### src/rtl/kplic_gateway_if.sv
// rtl/kplic_gateway_if.sv - interrupt gateway signal bundle between raw lines, registers and core
interface kplic_gateway_if #(
    parameter int INT_NUM   = 32,
    parameter int INT_WIDTH = 5
);
    logic [INT_NUM-1:0]   ext_int_src;
    logic [INT_NUM-1:0]   int_enable;
    logic [INT_NUM-1:0]   int_trig_edge;
    logic                 int_complete;
    logic [INT_WIDTH-1:0] complete_id;
    logic [INT_NUM-1:0]   valid_int_req;
    logic [INT_NUM-1:0]   gw_inflight;

    modport master (
        output ext_int_src,
        output int_enable,
        output int_trig_edge,
        output int_complete,
        output complete_id,
        input  valid_int_req,
        input  gw_inflight
    );

    modport slave (
        input  ext_int_src,
        input  int_enable,
        input  int_trig_edge,
        input  int_complete,
        input  complete_id,
        output valid_int_req,
        output gw_inflight
    );
endinterface

### src/rtl/kplic_gateway.sv
// rtl/kplic_gateway.sv - per-source interrupt gateway with sync, level/edge trigger and completion blocking
module kplic_gateway #(
    parameter int INT_NUM    = 32,
    parameter int INT_WIDTH  = 5,
    parameter int EDGE_CNT_W = 3
) (
    input  logic            kplic_clk,
    input  logic            kplic_rstn,
    kplic_gateway_if.slave  gw
);

    typedef enum logic [1:0] {
        GW_IDLE = 2'd0,
        GW_REQ  = 2'd1,
        GW_WAIT = 2'd2
    } gw_state_t;

    localparam logic [EDGE_CNT_W-1:0] CNT_MAX = '1;

    logic [INT_NUM-1:0]    sync_s1;
    logic [INT_NUM-1:0]    sync_s2;
    logic [INT_NUM-1:0]    sync_s3;
    logic [INT_NUM-1:0]    rise;
    logic [INT_NUM-1:0]    take;
    logic [INT_NUM-1:0]    req_d;
    logic [INT_NUM-1:0]    infl_d;
    logic [INT_NUM-1:0]    valid_q;
    logic [INT_NUM-1:0]    infl_q;
    gw_state_t             state_q [INT_NUM];
    gw_state_t             state_d [INT_NUM];
    logic [EDGE_CNT_W-1:0] cnt_q   [INT_NUM];
    logic [EDGE_CNT_W-1:0] cnt_d   [INT_NUM];

    // Two-flop synchroniser plus one history flop for rising-edge detection.
    always_ff @(posedge kplic_clk or negedge kplic_rstn) begin
        if (!kplic_rstn) begin
            sync_s1 <= '0;
            sync_s2 <= '0;
            sync_s3 <= '0;
        end else begin
            sync_s1 <= gw.ext_int_src;
            sync_s2 <= sync_s1;
            sync_s3 <= sync_s2;
        end
    end

    // Per-source next state, pending-edge counter and registered output values.
    always_comb begin
        rise   = sync_s2 & ~sync_s3;
        take   = '0;
        req_d  = '0;
        infl_d = '0;
        for (int i = 0; i < INT_NUM; i++) begin
            state_d[i] = state_q[i];
            cnt_d[i]   = cnt_q[i];

            // Source 0 is reserved: it can never leave IDLE.
            take[i] = (i != 0) && (state_q[i] == GW_IDLE) && gw.int_enable[i] &&
                      (gw.int_trig_edge[i] ? ((cnt_q[i] != '0) || rise[i]) : sync_s2[i]);

            case (state_q[i])
                GW_IDLE: if (take[i]) state_d[i] = GW_REQ;
                GW_REQ:  state_d[i] = GW_WAIT;
                GW_WAIT: if (gw.int_complete && (gw.complete_id == INT_WIDTH'(i)))
                             state_d[i] = GW_IDLE;
                default: state_d[i] = GW_IDLE;
            endcase

            // A queued edge is consumed before a fresh one; a fresh edge that
            // triggers the request directly is never counted.
            if ((i == 0) || !gw.int_enable[i] || !gw.int_trig_edge[i]) begin
                cnt_d[i] = '0;
            end else if (take[i] && (cnt_q[i] != '0)) begin
                if (!rise[i]) begin
                    cnt_d[i] = cnt_q[i] - EDGE_CNT_W'(1);
                end
            end else if (rise[i] && !take[i] && (cnt_q[i] != CNT_MAX)) begin
                cnt_d[i] = cnt_q[i] + EDGE_CNT_W'(1);
            end

            req_d[i]  = (state_d[i] == GW_REQ);
            infl_d[i] = (state_d[i] == GW_REQ) || (state_d[i] == GW_WAIT);
        end
    end

    // State and counter registers for every source.
    always_ff @(posedge kplic_clk or negedge kplic_rstn) begin
        if (!kplic_rstn) begin
            for (int i = 0; i < INT_NUM; i++) begin
                state_q[i] <= GW_IDLE;
                cnt_q[i]   <= '0;
            end
        end else begin
            for (int i = 0; i < INT_NUM; i++) begin
                state_q[i] <= state_d[i];
                cnt_q[i]   <= cnt_d[i];
            end
        end
    end

    // Output flops so the core and register block see glitch-free status.
    always_ff @(posedge kplic_clk or negedge kplic_rstn) begin
        if (!kplic_rstn) begin
            valid_q <= '0;
            infl_q  <= '0;
        end else begin
            valid_q <= req_d;
            infl_q  <= infl_d;
        end
    end

    assign gw.valid_int_req = valid_q;
    assign gw.gw_inflight   = infl_q;

endmodule

### src/flat_wrapper.sv
// flat-port wrapper written by rule: the top's interface ports become plain ports
module kplic_gateway_flat 
#(
    parameter int INT_NUM    = 32,
    parameter int INT_WIDTH  = 5,
    parameter int EDGE_CNT_W = 3
)
  (kplic_clk, kplic_rstn, gw_ext_int_src, gw_int_enable, gw_int_trig_edge, gw_int_complete, gw_complete_id, gw_valid_int_req, gw_gw_inflight);
  kplic_gateway_if #(.INT_NUM(INT_NUM), .INT_WIDTH(INT_WIDTH)) gw_i ();
  input  logic kplic_clk;
  input  logic kplic_rstn;
  input wire logic [$bits(gw_i.ext_int_src)-1:0] gw_ext_int_src;
  input wire logic [$bits(gw_i.int_enable)-1:0] gw_int_enable;
  input wire logic [$bits(gw_i.int_trig_edge)-1:0] gw_int_trig_edge;
  input wire logic [$bits(gw_i.int_complete)-1:0] gw_int_complete;
  input wire logic [$bits(gw_i.complete_id)-1:0] gw_complete_id;
  output wire logic [$bits(gw_i.valid_int_req)-1:0] gw_valid_int_req;
  output wire logic [$bits(gw_i.gw_inflight)-1:0] gw_gw_inflight;
  assign gw_i.ext_int_src = gw_ext_int_src;
  assign gw_i.int_enable = gw_int_enable;
  assign gw_i.int_trig_edge = gw_int_trig_edge;
  assign gw_i.int_complete = gw_int_complete;
  assign gw_i.complete_id = gw_complete_id;
  assign gw_valid_int_req = gw_i.valid_int_req;
  assign gw_gw_inflight = gw_i.gw_inflight;
  kplic_gateway #(.INT_NUM(INT_NUM), .INT_WIDTH(INT_WIDTH), .EDGE_CNT_W(EDGE_CNT_W)) u_core (.kplic_clk(kplic_clk), .kplic_rstn(kplic_rstn), .gw(gw_i));
endmodule
### config.mk
export PLATFORM = sky130hd
export DESIGN_NAME = kplic_gateway_flat
export DESIGN_NICKNAME = d
export VERILOG_FILES = /design/src/rtl/kplic_gateway_if.sv /design/src/rtl/kplic_gateway.sv /design/src/flat_wrapper.sv
export SDC_FILE = /design/constraint.sdc
export NUM_CORES = 1
export LEC_CHECK = 0
export BUFFER_PORTS_ARGS = -buffer_cell sky130_fd_sc_hd__buf_2
export CORE_MARGIN = 2
export CORE_UTILIZATION = 30
export DETAILED_ROUTE_END_ITERATION = 8
export MAX_ROUTING_LAYER = met4
export PLACE_DENSITY = 0.53
export SETUP_SLACK_MARGIN = 0.05
export SLEW_MARGIN = 40
export SYNTH_ARGS = -nofsm -noshare
export SYNTH_HDL_FRONTEND = slang
export SYNTH_SLANG_ARGS = --single-unit
### constraint.sdc
create_clock -name kplic_clk -period 7.2 [get_ports kplic_clk]
set_input_delay 0.72 -clock kplic_clk [delete_from_list [all_inputs] [get_ports kplic_clk]]
set_output_delay 0.72 -clock kplic_clk [all_outputs]
set_load 0.01 [all_outputs]
# Yosys cells after proc, flatten, opt, wreduce, memory -nomap -nowiden
# Cells that the tools add are included.
[word_totals]
reg_bits = 317
in_bits = 104
out_inout_bits = 64
word_cells = 1103
[op_classes]
addsub = 62
n_eq_ne = 221
muxes = 250
n_bitwise = 2
reduce_logical = 500
[op_table]
columns = ["op", "count"]
rows = [
  ["3-bit 2-to-1 mux", 124],
  ["2-bit case mux with 3 select lines", 32],
  ["1-bit logical AND", 187],
  ["3-bit inequality test, second input constant", 62],
  ["3-bit nonzero test", 62],
  ["2-bit by 1-bit equality test with 1-bit output, second input constant", 64],
  ["2-bit equality test, second input constant", 64],
  ["2-bit 2-to-1 mux", 63],
  ["1-bit logical OR", 94],
  ["3-bit by 1-bit adder with 3-bit output, second input constant", 31],
  ["1-bit logical NOT", 93],
  ["3-bit by 1-bit subtractor with 3-bit output, second input constant", 31],
  ["5-bit equality test, second input constant", 16],
  ["2-bit logical NOT", 32],
  ["2-bit AND reduction", 31],
  ["5-bit by 4-bit equality test with 1-bit output, second input constant", 8],
  ["32-bit AND", 1],
  ["32-bit inverter", 1],
  ["1-bit 2-to-1 mux", 31],
  ["5-bit by 3-bit equality test with 1-bit output, second input constant", 4],
  ["5-bit by 2-bit equality test with 1-bit output, second input constant", 2],
  ["5-bit by 1-bit equality test with 1-bit output, second input constant", 1],
  ["5-bit logical NOT", 1],
]

# Depth between registers and ports, before layout
[depth]
word_depth = 11
depth_mapped = 8
ltp_nobuf = 8

# Worst setup path after synthesis
# Ideal clock, no wire load.
[synth_path]
kind = "input to register"
from = "input gw_int_enable[28]"
to = "register u_core.cnt_q[10] in the netlist's numbering"
setup_ps = 135
t_arrival_ps = 2701
slack_ps = 4364
cell_stages = 6
n_path_buf = 0
cell_sequence = "or3b_1 > or3_1 > fa_1 > or3b_2 > o221ai_1 > a221oi_1"
[synth_between]
elab_chain_len = 7
[synth_rtl]
columns = ["item", "line", "source"]
rows = [
  ["from (decl)", "flat_wrapper.sv:13", "input wire logic [$bits(gw_i.int_enable)-1:0] gw_int_enable;"],
  ["1-bit logical AND (2 in a row)", "kplic_gateway.sv:58", "take[i] = (i != 0) && (state_q[i] == GW_IDLE) && gw.int_enable[i] &&"],
  ["1-bit logical NOT", "kplic_gateway.sv:77", "end else if (rise[i] && !take[i] && (cnt_q[i] != CNT_MAX)) begin"],
  ["1-bit logical AND (2 in a row)", "kplic_gateway.sv:77", ""],
  ["3-bit nonzero test (no source line)", "-", ""],
  ["2-bit AND reduction (no source line)", "-", ""],
  ["to (signal, indexed assignment)", "kplic_gateway.sv:96", "cnt_q[i] <= cnt_d[i];"],
  ["to (decl)", "kplic_gateway.sv:31", "logic [EDGE_CNT_W-1:0] cnt_q [INT_NUM];"],
]
# Parallel ways exist; a longest one is shown, timed or not.
# A chain may end at the register's enable or synchronous reset.

# Worst setup path in the final report
[layout_path]
from = "register u_core.state_q[43] in the netlist's numbering"
to = "register u_core.cnt_q[64] in the netlist's numbering"
[layout_between]
elab_chain_len = 8
[layout_rtl]
columns = ["item", "line", "source"]
rows = [
  ["from (decl)", "kplic_gateway.sv:29", "gw_state_t state_q [INT_NUM];"],
  ["from (signal, indexed assignment)", "kplic_gateway.sv:95", "state_q[i] <= state_d[i];"],
  ["2-bit logical NOT (*)", "kplic_gateway.sv:58", ""],
  ["1-bit logical AND (*) (2 in a row)", "kplic_gateway.sv:58", ""],
  ["1-bit logical NOT", "kplic_gateway.sv:77", ""],
  ["1-bit logical AND (2 in a row)", "kplic_gateway.sv:77", ""],
  ["3-bit nonzero test (no source line)", "-", ""],
  ["2-bit AND reduction (no source line)", "-", ""],
]
# Every way passes the cells marked *; elsewhere a longest branch is shown, timed or not.

==> impl_metrics.tcl <==
set metrics [dict create \
    cts_sinks 314 \
    synth_seq_cells 314 \
    grt_pass1_wl_mm 64.43 \
    grt_overflow 0 \
    grt_max_degree 94 \
    dieArea_um2 56400 \
    max_cap_violations 0 \
    yosys.cell_types.count 63 \
    die_w_um 237.5 \
    synth_xor_area_share_pct 0 \
    worst_pin_slew_ns 0.7070 \
    synthTopCellsByCount "dfrtp_1 (314), inv_1 (144), nor3_1 (86)" \
    ir_drop_mv 0.1372 \
    timing.final.ws_setup_ns 4.497 \
    area.growth.synth_to_final_pct 19.14 \
    outcome "finished clean" \
    finalMaxSlewViolations 0 \
    io_pins 168 \
    final_cell_area_um2 19490 \
    numCtsBuffers 41 \
    async_flop_share_pct 100.0 \
    ctsHoldBuffers 0 \
    synthAdderAreaFrac_pct 6.242 \
    rr_worst_depth 6 \
    synth-main-ff-cell "dfrtp_1" \
    first_pass_iters 5 \
    htreeDepth 2 \
    dp_hpwl_mm 27.65 \
    placed_cell_area_um2 18030 \
    ff2ff_setup_slack_ns 4.50 \
    rsz0062_at_grt "false" \
    cts_tree "done" \
    post_cts_buffers 0 \
    rows 85 \
    drc 0 \
    placed_cells_incl_taps 2421 \
    antenna_found_initial 7 \
    port_buffers 164 \
    syn_area_per_cell_um2 10.35 \
    finish.utilization_pct 36.21 \
    core_area_um2 53810 \
    criticalPathCategory "reg -> reg" \
    rr_endpoint "u_core.cnt_q[64]$_DFFE_PN0P_" \
    dp_worst_setup_slack_ns 4.111 \
    fin_cells 2499 \
    yosysSeqAreaShare_pct 48.04 \
    path_max_fanout 5 \
    routed_wl_mm 38.54 \
    cts_root_buf "clkbuf_16" \
    wl_per_cell_um 15.42 \
    post-route-min-period_ns 2.703 \
    synth.most_common_cell "dfrtp_1" \
    drive_above_1_share_pct 15.30 \
    tns_ns 0 \
    synth-edff-count 0 \
    ctsResizeCount 0 \
    die_y_um 237.5 \
    total_power_mw 5.515 \
    synth_simple_gate_area_share_pct 19.35 \
    max_freq_ghz 0.3699 \
    synth_warnings 0 \
    crit_arrival_ns 3.13 \
    synth_compound_area_share_pct 20.36 \
    synth_top_cell_by_area "dfrtp_1" \
    finalHoldViolCount 0 \
    grt_pass1_vias 12930 \
    antenna_left 0 \
    finalClockSkew_ns 0.01272 \
    setup_viol 0 \
    clockBufferDepth 3 \
    slew_headroom_pct 52.62 \
    path_clk_slew_ns 0.06 \
    synth.cell_area_um2 16360 \
    first_iter_violations 924 \
    synth_top_family_by_area "compound AO/OA/AOI/OAI gates" \
    yosys-mux-area-fraction_pct 2.104 \
    required_ns 7.62 \
    r2r-start "u_core.state_q[43]$_DFF_PN0_" \
    start_util_pct 30.39 \
    num-nets-final 1936 \
    hold_ws_ns 0.04817 \
    postSynthCellCount 1581 \
    clk_latency_ns 0.55 \
    gp_congestion 0.8399 \
    power_density_nw_per_um2 283.0 \
    p_leak_nw 8.297 \
    vias_per_cell 5.260 \
    grt_usage_pct 14.26 \
    min_period_over_period_pct 37.54 \
    crit_path_end_kind "flip-flop" \
    hp-class "in -> async" \
    vias 13150 \
    critical_path.startpoint_type "flip-flop" \
    synth_top_area_share_pct 48.04 \
    synthTopCellsByArea "dfrtp_1 (48%), fa_1 (3.8%), inv_1 (3.3%)" \
]
kinds of logic after synthesis:
family | Yosys count
muxes | 34
buffers and inverters | 169
other | 1
DFF | 314
AOI/OAI and AO/OA | 452
and+or+nand+nor | 548
adders and majority gates | 63
worst max path at each step:
stage	start	end	cells past startpoint
after global routing	u_core.state_q[49]$_DFF_PN0_	u_core.cnt_q[74]$_DFFE_PN0P_	6
after global placement	gw_int_enable[27]	u_core.cnt_q[13]$_DFFE_PN0P_	8
after CTS	u_core.state_q[51]$_DFF_PN0_	u_core.cnt_q[76]$_DFFE_PN0P_	6
final	u_core.state_q[43]$_DFF_PN0_	u_core.cnt_q[64]$_DFFE_PN0P_	6
after floorplan	gw_int_enable[28]	u_core.cnt_q[10]$_DFFE_PN0P_	6
after detailed placement	gw_int_enable[10]	u_core.cnt_q[64]$_DFFE_PN0P_	7
sequential cells by signal, indices dropped and copies added, names as in the netlist:
signal and cells:
u_core.cnt_q 93, u_core.state_q 64, u_core.gw.gw_inflight 32, u_core.gw.valid_int_req 32, u_core.sync_s1 31, u_core.sync_s2 31
u_core.sync_s3 31
routing by layer:
layer / vias to the layer above / GRT usage (%) / share of wire, %
met5: - / - / 0
met4: 0 / 4.288 / 2.2
met3: 58 / 2.764 / 4.1
met2: 216 / 23.36 / 48
met1: 6486 / 17.89 / 46
li1: 6385 / - / -
cell type report:
| class | instances | area (um2) |
|---|---|---|
| Multi-Input combinational cell | 1099 | 7873 |
| Clock buffer | 53 | 1164 |
| Fill cell | 5335 | 34330 |
| Inverter | 144 | 540.5 |
| Sequential cell | 314 | 7858 |
| Antenna cell | 6 | 15.01 |
| Tap cell | 696 | 870.8 |
| Clock inverter | 18 | 241.5 |
| Timing Repair Buffer | 169 | 924.6 |
layout by cell type (no fill, tap or decap), types with 17 or more instances in the layout:
cell and count:
o21a_1 33, a2111oi_0 22, a211oi_1 29, o21ai_0 56, or3_1 32, o221ai_1 17, a31oi_1 22, buf_2 163
or3b_1 22, nor3b_1 36, o211ai_1 49, nand3_1 83, nor2_1 74, fa_1 31, nor3_1 86, ha_1 32
nand2_1 70, a21o_1 30, mux2i_1 31, a21oi_1 52, inv_1 144, clkbuf_16 43, nor2b_1 17, nand2b_1 28
or4_1 21, dfrtp_1 314
critical path: stages (launching register included):
cell	delay, ns
dfrtp_1	0.41
or3b_1	0.46
or3_1	0.41
fa_1	0.52
or3b_2	0.47
o221ai_1	0.22
a221oi_1	0.07
where the power goes:
| part | internal, mW | switching [mW] |
|---|---|---|
| logic | 0.480 | 0.681 |
| registers | 2.04 | 0.187 |
| clock network | 1.32 | 0.805 |
| total | 3.84 | 1.67 |
Note: power is estimated with default switching activity, not from simulation.
